**config.mk**
```make
export PLATFORM = sky130hd
export DESIGN_NAME = serial_adder
export DESIGN_NICKNAME = d
export VERILOG_FILES = /design/src/rtl/serial_adder_pkg.sv /design/src/rtl/fa.sv /design/src/rtl/serial_adder.sv
export SDC_FILE = /design/constraint.sdc
export NUM_CORES = 1
export LEC_CHECK = 0
export CORE_MARGIN = 5
export CORE_UTILIZATION = 53
export CTS_CLUSTER_DIAMETER = 200
export CTS_CLUSTER_SIZE = 10
export DETAILED_ROUTE_END_ITERATION = 16
export PLACE_DENSITY = 0.87
export SETUP_SLACK_MARGIN = 0.1
export SKIP_CTS_REPAIR_TIMING = 1
export SYNTH_ARGS = -nofsm -noshare
export SYNTH_HDL_FRONTEND = slang
export SYNTH_SLANG_ARGS = --single-unit
```
**constraint.sdc**
```tcl
create_clock -name clk -period 2.4 [get_ports clk]
set_input_delay 0.72 -clock clk [delete_from_list [all_inputs] [get_ports clk]]
set_output_delay 0.72 -clock clk [all_outputs]
set_load 0.01 [all_outputs]
```
**src/rtl/serial_adder_pkg.sv**
```systemverilog
// serial_adder_pkg: shared state encoding and default width for serial_adder.
package serial_adder_pkg;
   typedef enum logic [1:0] {IDLE = 2'b00, RUN = 2'b01, DONE = 2'b10} sa_state_t;
   localparam int SA_WIDTH_DEFAULT = 8;
endpackage

```
**src/rtl/fa.sv**
```systemverilog
// fa: one-bit full adder.
module fa (
   input  logic a,
   input  logic b,
   input  logic cin,
   output logic s,
   output logic cout
);
   assign s    = a ^ b ^ cin;
   assign cout = (a & b) | (cin & (a ^ b));
endmodule

```
**src/rtl/serial_adder.sv**
```systemverilog
// serial_adder: bit-serial LSB-first adder around one fa, valid/ready on both sides.
// Define SERIAL_ADDER_OVF_EN to add the out_ovf signed-overflow output.
module serial_adder
   import serial_adder_pkg::*;
#(
   parameter int WIDTH = SA_WIDTH_DEFAULT
) (
   input  logic             clk,
   input  logic             rst_n,
   input  logic             in_valid,
   output logic             in_ready,
   input  logic [WIDTH-1:0] in_a,
   input  logic [WIDTH-1:0] in_b,
   input  logic             in_cin,
   output logic             out_valid,
   input  logic             out_ready,
   output logic [WIDTH-1:0] out_sum,
   output logic             out_cout,
`ifdef SERIAL_ADDER_OVF_EN
   output logic             out_ovf,
`endif
   output logic             busy
);
   localparam int CW = $clog2(WIDTH + 1);
   sa_state_t        state;
   logic [WIDTH-1:0] a_sr, b_sr, sum_sr;
   logic [CW-1:0]    cnt;
   logic             c, s, co;
`ifdef SERIAL_ADDER_OVF_EN
   logic             c_msb;
   assign out_ovf = c_msb ^ c;
`endif
   fa u_fa (.a(a_sr[0]), .b(b_sr[0]), .cin(c), .s(s), .cout(co));
   assign in_ready  = state == IDLE;
   assign busy      = state == RUN;
   assign out_valid = state == DONE;
   assign out_sum   = sum_sr;
   assign out_cout  = c;
   always_ff @(posedge clk or negedge rst_n) begin
      if (!rst_n) begin
         state  <= IDLE;
         a_sr   <= '0;
         b_sr   <= '0;
         sum_sr <= '0;
         cnt    <= '0;
         c      <= 1'b0;
`ifdef SERIAL_ADDER_OVF_EN
         c_msb  <= 1'b0;
`endif
      end else begin
         case (state)
            IDLE: if (in_valid) begin
               a_sr  <= in_a;
               b_sr  <= in_b;
               c     <= in_cin;
               cnt   <= '0;
               state <= RUN;
            end
            RUN: begin
               // shift-and-or form keeps WIDTH=1 free of an empty slice
               sum_sr <= (sum_sr >> 1) | (WIDTH'(s) << (WIDTH - 1));
               a_sr   <= a_sr >> 1;
               b_sr   <= b_sr >> 1;
               c      <= co;
               cnt    <= cnt + 1'b1;
               if (cnt == CW'(WIDTH - 1)) begin
                  state <= DONE;
`ifdef SERIAL_ADDER_OVF_EN
                  c_msb <= c;
`endif
               end
            end
            DONE: if (out_ready) state <= IDLE;
            default: state <= IDLE;
         endcase
      end
   end
endmodule
```
==> results of run 1 <==
-- worst max path at each step --
stage	startpoint	endpoint	slack, ps	cells past startpoint
after CTS	state[1]$_DFFE_PN0P_	out_valid	30	2
final	state[1]$_DFFE_PN0P_	out_valid	180	2
after floorplan	state[1]$_DFFE_PN0P_	in_ready	800	3
after detailed placement	in_valid	b_sr[0]$_DFFE_PN0P_	330	5
after global placement	in_valid	b_sr[0]$_DFFE_PN0P_	400	5
after global routing	state[1]$_DFFE_PN0P_	out_valid	120	2
-- sequential cells by signal, summed over array words and instances (netlist names) --
name,count
state,2
a_sr,8
b_sr,8
cnt,4
out_sum,8
out_cout,1
-- cells in the final DEF, fill, tap and decap left out, drive strengths merged --
master / count
a21oi: 18
a22o: 3
a22oi: 13
and2b: 6
and3b: 2
buf: 7
clkbuf: 8
clkdlybuf4s50: 31
dfrtp: 31
dlymetal6s2s: 1
fa: 1
ha: 1
inv: 2
mux2: 1
nand2: 31
nand2b: 1
nand3: 2
nor2: 3
nor2b: 11
o21ai: 18
o21bai: 1
o311ai: 1
-- metrics by stage --
stage	cell area (um2)	power (W)	std cells	worst slack, ps	util (%)
6_report	1920	0.00210	224	184	70.1
5_1_grt	1920	0.00229	224	117	70.1
4_1_cts	1910	0.00210	223	27.3	69.7
3_5_place_dp	1840	0.00177	215	327	67.2
3_3_place_gp	1840	0.00172	215	404	67.2
2_1_floorplan	1490	0.00143	155	803	-
-- layer usage --
layer | GRT usage, % | part of all wire (%) | up-vias
met4 | 9.28 | 2.0 | 0
met3 | 6.47 | 6.6 | 9
met5 | 0 | 0 | -
met2 | 29.4 | 50 | 36
met1 | 21.0 | 41 | 593
li1 | - | - | 609
-- logic make-up after synthesis --
logic type	synth area share (%)
buffers and inverters	4.28
flip-flops	52.1
AND/OR/NAND/NOR	18.7
adder cells (fa/ha/maj)	2.18
AO/OA/AOI/OAI	22.0
multiplexers	0.756
-- cells in the mapped netlist (all sizes together) --
| library cell | count |
|---|---|
| dfrtp | 31 |
| a21oi | 18 |
| nand2b | 1 |
| fa | 1 |
| buf | 7 |
| a22oi | 13 |
| mux2 | 1 |
| o311ai | 1 |
| o21ai | 18 |
| and2b | 6 |
| and3b | 2 |
| nor2 | 3 |
| nand3 | 2 |
| nand2 | 31 |
| clkbuf | 2 |
| inv | 2 |
| ha | 1 |
| a22o | 3 |
| o21bai | 1 |
| nor2b | 11 |
-- worst max-delay path: cells and delay by family (launching register included) --
kind                   cells  cell delay (ps)
buffers and inverters      1              570
DFF                        1              410
and+or+nand+nor            1              190
-- power by group through the flow --
stage / combinational [W] / sequential, W / clock, W
after floorplan: 0.000527 / 0.000900 / 0
after global placement: 0.000821 / 0.000899 / 0
after detailed placement: 0.000854 / 0.000913 / 0
after CTS: 0.000856 / 0.000904 / 0.000344
after global routing: 0.000974 / 0.000934 / 0.000379
final: 0.000859 / 0.000900 / 0.000339
-- layout make-up --
class | instances | area (um2) | area share (%)
clock buffer | 8 | 68.8 | 3.59
timing repair buffer | 39 | 375 | 19.6
tap | 31 | 38.8 | 2.02
sequential | 31 | 777 | 40.5
inverter | 2 | 7.51 | 0.392
multi-input combinational | 113 | 649 | 33.9
==> results.toml, run 1 <==
[run]
cap_violations = 0

[clock_tree]
numCtsBuffers = 5
cts_buffer_depth = 2
clkTransAtPathRegs_ps = 90
clk-insertion-delay-late_ps = 320
numClockSinks = 31
h-tree-depth = 2
cts_tree = "built"
clock-root-buffer = "clkbuf_4"

[timing]
relSlewSlack_pct = 66.9
fin_crit_ps = 2220
final.setup.tns_ps = 0
slew_viol_final = 0
post-route-period-util_pct = 92.3
clock.fmax_mhz = 451
setup_viol = 0
hold_viol = 0
skew_ps = 5.27
rsz0062_at_grt = "false"
tightest_slew_ps = 495
whs_ps = 483

[synth]
syn-cell-area_mm2 = 0.00149
synthTopCellsByArea = "dfrtp_1 52%, nand2_1 7.8%, a22oi_1 6.6%, a21oi_1 6.1%, nor2b_1 4.6%"
ys_types = 25
synth_top_area_share_pct = 52.1
synth_top_cell_by_area = "dfrtp_1"
synth_seq_cells = 31
synth_area_per_cell_um2 = 9.61
syn-num-nets = 178
syn_inst = 155
ys_seq_area_share_pct = 52.1
ys_warn_count = 0

[global_routing]
antenna_found_initial = 0
grt_max_degree = 32
grt-ovfl-total = 0
grt_usage_pct = 18.2
grt_pass1_vias = 1256
grt_pass1_wl_mm = 5.68

[power_and_ir_drop]
seqPwrFrac_pct = 42.9
leakagePower_nw = 0.872
cellPowerDensity_mw_per_mm2 = 1090
pwr-share-clk_pct = 16.1
intPower_w = 0.00134
swShare_pct = 36.2
ir_drop_uv = 845
power_frac_comb_pct = 40.9
switching_power_w = 0.000760

[critical_path]
crit_type = "flip-flop to output pin"
end_kind = "output pin"
r2r_slack_ps = 1000
worstPathRequired_ps = 1680
start_kind = "flip-flop"
crit_slowest_cell = "clkdlybuf4s50_1"
cp_slowest_stage_delay_ps = 570
r2r_cells = 4
arrival_ps = 1500
cp_max_fo = 6
r2r_end = "cnt[3]$_DFFE_PN0P_"
path_cells = "nor2b_1 -> clkdlybuf4s50_1"
reg2reg_from = "state[0]$_DFFE_PN0P_"

[worst_hold_path]
whs_path_depth = 2
hold_start = "out_sum[0]$_DFFE_PN0N_"
hp-class = "flip-flop to flip-flop"
whs_endpoint = "out_sum[0]$_DFFE_PN0N_"

[floorplanning]
rows = 19
coreArea_mm2 = 0.00273
die-area_mm2 = 0.00397
initial_utilization_pct = 54.5
ios = 33
die_w_um = 63
fp.dieH_um = 63

[route]
drc_errors = 0
drt_pass1_iterations = 4
routed_wl_mm = 3.31
wire_per_inst_um = 14.8
vias_per_cell = 5.57
drt_iter0_drc = 82
antenna_left = 0
dr_total_vias = 1247

[placed_design]
dp_hpwl_mm = 2.35
gp_congestion = 0.796
port_buffers = 32

[layout]
nets = 215
diodes = 0
synthToLayoutAreaGrowth_pct = 28.7
drive_gt1_share_pct = 9.84
fillers = 213

[run_status]
status = "complete, no violations"
Note: power is estimated with default switching activity, not from simulation.
==> inputs of run 2 (changes only) <==
PLACE_DENSITY = 0.83   (was 0.87)
==> results.toml, run 2 (synthesis gave the netlist of run 1 again) <==
[clock_tree]
h-tree-depth = 2
clk-insertion-delay-late_ps = 330
clock-root-buffer = "clkbuf_4"
cts_buffer_depth = 2
clkTransAtPathRegs_ps = 90
cts_tree = "built"
numCtsBuffers = 5
numClockSinks = 31

[timing]
slew_viol_final = 0
hold_viol = 0
fin_crit_ps = 2200
post-route-period-util_pct = 91.7
setup_viol = 0
rsz0062_at_grt = "false"
skew_ps = 5.36
clock.fmax_mhz = 454
tightest_slew_ps = 485
relSlewSlack_pct = 67.6
final.setup.tns_ps = 0

[critical_path]
path_buf_inv = 1
r2r_cells = 5
r2r_end = "a_sr[5]$_DFFE_PN0P_"
start_kind = "flip-flop"
cp_slowest_stage_delay_ps = 560
reg2reg_from = "state[1]$_DFFE_PN0P_"
crit_type = "flip-flop to output pin"
cp_top_family = "buffers and inverters"
r2r_slack_ps = 930
end_kind = "output pin"
path_cells = "nor2_1 -> clkdlybuf4s50_1"
cp_max_fo = 4
crit_slowest_cell = "clkdlybuf4s50_1"
arrival_ps = 1480
worstPathRequired_ps = 1680

[floorplanning]
coreArea_mm2 = 0.00273
die-area_mm2 = 0.00397
initial_utilization_pct = 54.5
die_w_um = 63
fp.dieH_um = 63
rows = 19
ios = 33

[layout]
nets = 215
fillers = 219
diodes = 0
final-seq-area_um2 = 777
drive_gt1_share_pct = 9.84
fin_cells = 224
synthToLayoutAreaGrowth_pct = 28.7
multi_input_area_um2 = 649
final_area_mm2 = 0.00192
utilization_pct = 70.1
final_cell_mix = "31 x nand2_1, 31 x clkdlybuf4s50_1, 30 x dfrtp_1"

[placed_design]
dp_hpwl_mm = 2.37
dpl_cell_area_mm2 = 0.00184
port_buffers = 32
dp.cells = 215
gp_congestion = 0.750

[route]
dr_total_vias = 1258
drt_iter0_drc = 89
routed_wl_mm = 3.29
wire_per_inst_um = 14.7
vias_per_cell = 5.62
drt_pass1_iterations = 4
drc_errors = 0
antenna_left = 0

[worst_hold_path]
whs_path_depth = 2
hp-class = "flip-flop to flip-flop"
whs_endpoint = "out_sum[0]$_DFFE_PN0N_"
hold_start = "out_sum[0]$_DFFE_PN0N_"

[power_and_ir_drop]
cellPowerDensity_mw_per_mm2 = 1100
leakagePower_nw = 0.872
ir_drop_uv = 874

[global_routing]
antenna_found_initial = 0
grt_pass1_vias = 1297
grt_max_degree = 32
grt_usage_pct = 18.4
grt_pass1_wl_mm = 5.84
grt-ovfl-total = 0

[run]
cap_violations = 0

[run_status]
status = "complete, no violations"
run 2: tightest hold or removal path: cells and delay by family (launching register included):
family | cells | cell delay (ps)
flip-flops | 1 | 350
AND/OR/NAND/NOR | 2 | 110
run 2: routing by layer:
layer  vias to the layer above  global-route usage (%)  wire length, um
li1                        612                       -                -
met1                       598                    22.7             1440
met2                        41                    30.3             1610
met3                         7                    5.40              189
met4                         0                    6.90               51
met5                         -                       0                0
run 2: area by class of cell:
cell class | count | area share, %
well taps | 31 | 2.02
flip-flops and latches | 31 | 40.5
repair buffers | 39 | 19.6
inverters | 2 | 0.392
multi-input cells | 113 | 33.9
clock buffers | 8 | 3.59
run 2: metrics by stage:
step                setup WS [ps]  total power, W  hold WS (ps)
finish                        200         0.00211           480
global route                  134         0.00229           542
CTS                          53.0         0.00212           485
detailed placement            331         0.00178           462
global placement              397         0.00173           459
floorplan                     803         0.00143           424
run 2: how the worst max path moves through the flow:
stage               cells past startpoint  slack [ps]            startpoint                   to
floorplan                               3         800  state[1]$_DFFE_PN0P_             in_ready
global placement                        5         400              in_valid  b_sr[7]$_DFFE_PN0P_
detailed placement                      5         330              in_valid  b_sr[7]$_DFFE_PN0P_
CTS                                     2          50  state[1]$_DFFE_PN0P_            out_valid
global route                            2         130  state[0]$_DFFE_PN0P_            out_valid
finish                                  2         200  state[0]$_DFFE_PN0P_             in_ready
run 2: power by group:
part / internal, W / switching, W
clock network: 0.000172 / 0.000176
logic: 0.000440 / 0.000430
registers: 0.000729 / 0.000163
total: 0.00134 / 0.000770
==> inputs of run 3 (changes only) <==
CORE_MARGIN = 3   (was 5)
==> results.toml, run 3 (synthesis gave the netlist of run 1 again) <==
[route]
drt_iter0_drc = 47
vias_per_cell = 5.79
drc_errors = 0
wire_per_inst_um = 15.4
antenna_left = 0
drt_pass1_iterations = 5
routed_wl_mm = 3.42
dr_total_vias = 1286

[floorplanning]
coreArea_mm2 = 0.00257
initial_utilization_pct = 58.0
die_w_um = 59
ios = 33
die-area_mm2 = 0.00348
fp.dieH_um = 59
rows = 18

[critical_path]
r2r_end = "cnt[3]$_DFFE_PN0P_"
r2r_cells = 4
start_kind = "flip-flop"
r2r_slack_ps = 1020
cp_max_fo = 4
end_kind = "output pin"
reg2reg_from = "state[0]$_DFFE_PN0P_"
worstPathRequired_ps = 1680
worstSetupStartpoint = "state[0]$_DFFE_PN0P_"
arrival_ps = 1490
crit_type = "flip-flop to output pin"

[layout]
diodes = 0
final_cell_mix = "31 x nand2_1, 31 x dfrtp_1, 31 x clkdlybuf4s50_1"
nets = 214
synthToLayoutAreaGrowth_pct = 28.1
fillers = 206
utilization_pct = 74.3
drive_gt1_share_pct = 8.85
fin_cells = 222
final_area_mm2 = 0.00191

[timing]
fin_crit_ps = 2210
tightest_slew_ps = 476
setup_viol = 0
whs_ps = 501
relSlewSlack_pct = 68.2
post-route-period-util_pct = 91.9
final.setup.tns_ps = 0
skew_ps = 4.31
rsz0062_at_grt = "false"
hold_viol = 0
clock.fmax_mhz = 453
slew_viol_final = 0

[power_and_ir_drop]
cellPowerDensity_mw_per_mm2 = 1110
ir_drop_uv = 998
leakagePower_nw = 0.868

[run_status]
status = "complete, no violations"

[clock_tree]
clkTransAtPathRegs_ps = 90
clock-root-buffer = "clkbuf_4"
numClockSinks = 31
clk-insertion-delay-late_ps = 330
numCtsBuffers = 5
h-tree-depth = 2
cts_buffer_depth = 2
cts_tree = "built"

[placed_design]
dp.cells = 214
dpl_cell_area_mm2 = 0.00184
gp_congestion = 0.792
dp_hpwl_mm = 2.44
port_buffers = 32

[global_routing]
grt_max_degree = 32
antenna_found_initial = 0
grt-ovfl-total = 0
grt_usage_pct = 22.3
grt_pass1_wl_mm = 5.64
grt_pass1_vias = 1265

[worst_hold_path]
whs_path_depth = 2
hold_start = "b_sr[3]$_DFFE_PN0P_"
hp-class = "flip-flop to flip-flop"
whs_endpoint = "b_sr[3]$_DFFE_PN0P_"

[run]
cap_violations = 0
## run 3: metal layers
metal	part of all wire, %	GRT usage, %	vias to the layer above
met4	2.1	9.06	0
met3	5.9	7.63	10
li1	-	-	610
met5	0	0	-
met1	42	25.9	624
met2	50	37.5	42
## run 3: how the worst max path moves through the flow
stage                                     end  slack [ps]  cells after the start
after global routing                out_valid         120                      2
after floorplan                      in_ready         800                      3
after CTS                                busy         150                      3
final                               out_valid         190                      2
after global placement    b_sr[7]$_DFFE_PN0P_         360                      5
after detailed placement  b_sr[7]$_DFFE_PN0P_         290                      5
## run 3: stage by stage
stage	setup WS [ps]	power [W]
after floorplan	803	0.00143
after global placement	362	0.00172
after detailed placement	288	0.00178
after CTS	153	0.00212
after global routing	119	0.00227
final	194	0.00211
## run 3: area by class of cell
type / count / area (um2) / share of cell area (%)
well taps: 30 / 37.5 / 1.97
clock buffers: 8 / 68.8 / 3.61
repair buffers: 38 / 368 / 19.3
inverters: 2 / 7.51 / 0.394
flip-flops and latches: 31 / 776 / 40.7
multi-input cells: 113 / 649 / 34.1
## run 3: worst max-delay path, cell delays in order, from the launching register on
cell and delay (ps):
dfrtp_1 420, nor2b_1 170, clkdlybuf4s50_1 560
## run 3: where the power goes
part | switching [W] | leakage, nW | internal (W) | total [W]
sequential | 0.000170 | 0.402 | 0.000728 | 0.000899
combinational | 0.000429 | 0.427 | 0.000433 | 0.000862
clock | 0.000177 | 0.0386 | 0.000172 | 0.000350
==> RTL edit, RTL diff (config.mk and constraints of run 1) <==
Change the package constant `SA_WIDTH_DEFAULT` from 8 to 16.
--- a/src/rtl/serial_adder_pkg.sv
+++ b/src/rtl/serial_adder_pkg.sv
@@ -2,5 +2,5 @@
 package serial_adder_pkg;
    typedef enum logic [1:0] {IDLE = 2'b00, RUN = 2'b01, DONE = 2'b10} sa_state_t;
-   localparam int SA_WIDTH_DEFAULT = 8;
+   localparam int SA_WIDTH_DEFAULT = 16;
 endpackage
 
Ports: changed (resized in_a, in_b and out_sum); port bits go from 33 to 57. No check against the original RTL was run, so the function may have changed too.
==> RTL edit against run 1 <==
Synthesized cell count rose by 80%. Total power rose by 66%. Area after synthesis rose by 82%. Via count up 75%. Worst setup slack improved by 0.014 ns. Largest cell class unchanged. Sequential cell count grew 25. Routed wire length is 83% higher. Cell area is 78% higher.
==> RTL edit: results (changes against run 1) <==
- NonClk Buf Share: 0.196 (about the same)
- Slowest cell delay on critical path: 0.53 ns (was 0.57 ns)
- The type of the tightest min-delay check is primary input to async pin (was register to register).
- Overall power after layout: 3.49 mW (was 2.10 mW)
- First-pass GRT wire length: 10400 µm (was 5680 µm)
- Number of multi-input combinational cells in the layout: 197 (was 113)
* Max-Slew Margin vs Limit: 0.656 (was 0.669)
* Worst slack, placed: 0.269 ns (was 0.327 ns)
- The floorplan die width was 81.5 µm (was 63 µm).
- The minimum period implied by the final worst setup slack was 2.20 ns (was 2.22 ns).
- The detailed-placement wirelength estimate is 4230 µm (was 2350 µm).
- The wire length per cell came to 15.1 µm (was 14.8 µm).
- Total GRT Usage: 0.201 (was 0.182)
- The maximum number of pins on one net before global-route repair was 42 (was 32).
* VDD IR max: 0.564 mV (was 0.845 mV)
- Input/output buffers: 56 (was 32)
* Clock insertion delay at the later pin of the skew report: 0.30 ns (was 0.32 ns)
- The met2 wire length was 3020 µm (was 1660 µm).
- The synthesized netlist net count came to 319 (was 178).
* Leakage component of the power: 1.52 nW (was 0.872 nW)
* Flop-to-flop setup slack: 0.93 ns (was 1.00 ns)
- Placed Cells incl. Taps: 394 (was 215)
- Result of the run: finished, final reports clean (unchanged)
- The met1 demand-to-capacity share in global routing came to 0.265 (was 0.210).
- The register share of total power came to 0.454 (was 0.429).
- The via count came to 2178 (was 1247).
- The sequential share of the synthesized area is 0.517 (was 0.521).
- The average instance area after synthesis came to 9.72 µm² (was 9.61 µm²).
- The proportion of cell area occupied by registers is 0.412 (was 0.405).
* Clock-cell share of area: 0.0283 (was 0.0359)
- Hold Slack: 0.373 ns (was 0.483 ns)
- Detail Route met3 WL: 251 µm (was 218 µm)
- The worst clock skew was 0.00327 ns (was 0.00527 ns).
- Clock buffer count: 7 (was 8)
* Cell chosen for the clock root: clkbuf_8 (was clkbuf_4)
* Gp weighted congestion: 0.817 (was 0.796)
- Area grow syn2layout: 25.5% (was 28.7%)
* Number of filler instances in the final layout: 395 (was 213)
* Layout Nets: 371 (was 215)
- Switching power summed over all nets: 1.25 mW (was 760 µW)
- The area of the multi-input gates was 1130 µm² (was 649 µm²).
* Total number of sequential cells: 56 (was 31)
- Met2 Usage GRT: 0.331 (was 0.294)
- The number of buffers between clock root and the deepest sink came to 2 (unchanged).
- WP data arrival: 1.48 ns (was 1.50 ns)
- Cell types with the largest area share after synthesis: dfrtp_1 (52%), a22oi_1 (8.6%), nand2_1 (8.4%) (was dfrtp_1 (52%), nand2_1 (7.8%), a22oi_1 (6.6%))
* Clock network fraction of design power: 0.157 (was 0.161)
* M1 wire length: 2690 µm (was 1360 µm)
[RTL edit: cell count changes in the layout (fill, tap and decap cells not counted), moves of 14 or more]
cell	run 1	this run
clkdlybuf4s50_1	31	53
dfrtp_1	30	55
a22oi_1	13	31
nand2_1	31	61
nor2b_1	11	25
o21ai_1	12	27
[RTL edit: worst max-delay path by stage]
| stage | start | endpoint |
|---|---|---|
| 3_3_place_gp | in_valid | b_sr[12] |
| 6_report | state[1] | busy |
| 4_1_cts | state[1] | out_valid |
| 2_1_floorplan | state[0] | in_ready |
| 5_1_grt | state[1] | busy |
| 3_5_place_dp | in_valid | b_sr[11] |
[RTL edit: logic make-up after synthesis]
family                   after synthesis  share of synthesized area
multiplexers                           1                    0.00369
AND/OR/NAND/NOR                       96                      0.166
adder cells (fa/ha/maj)                3                     0.0166
buffers and inverters                 26                     0.0650
flip-flops                            56                      0.517
AO/OA/AOI/OAI                         97                      0.232
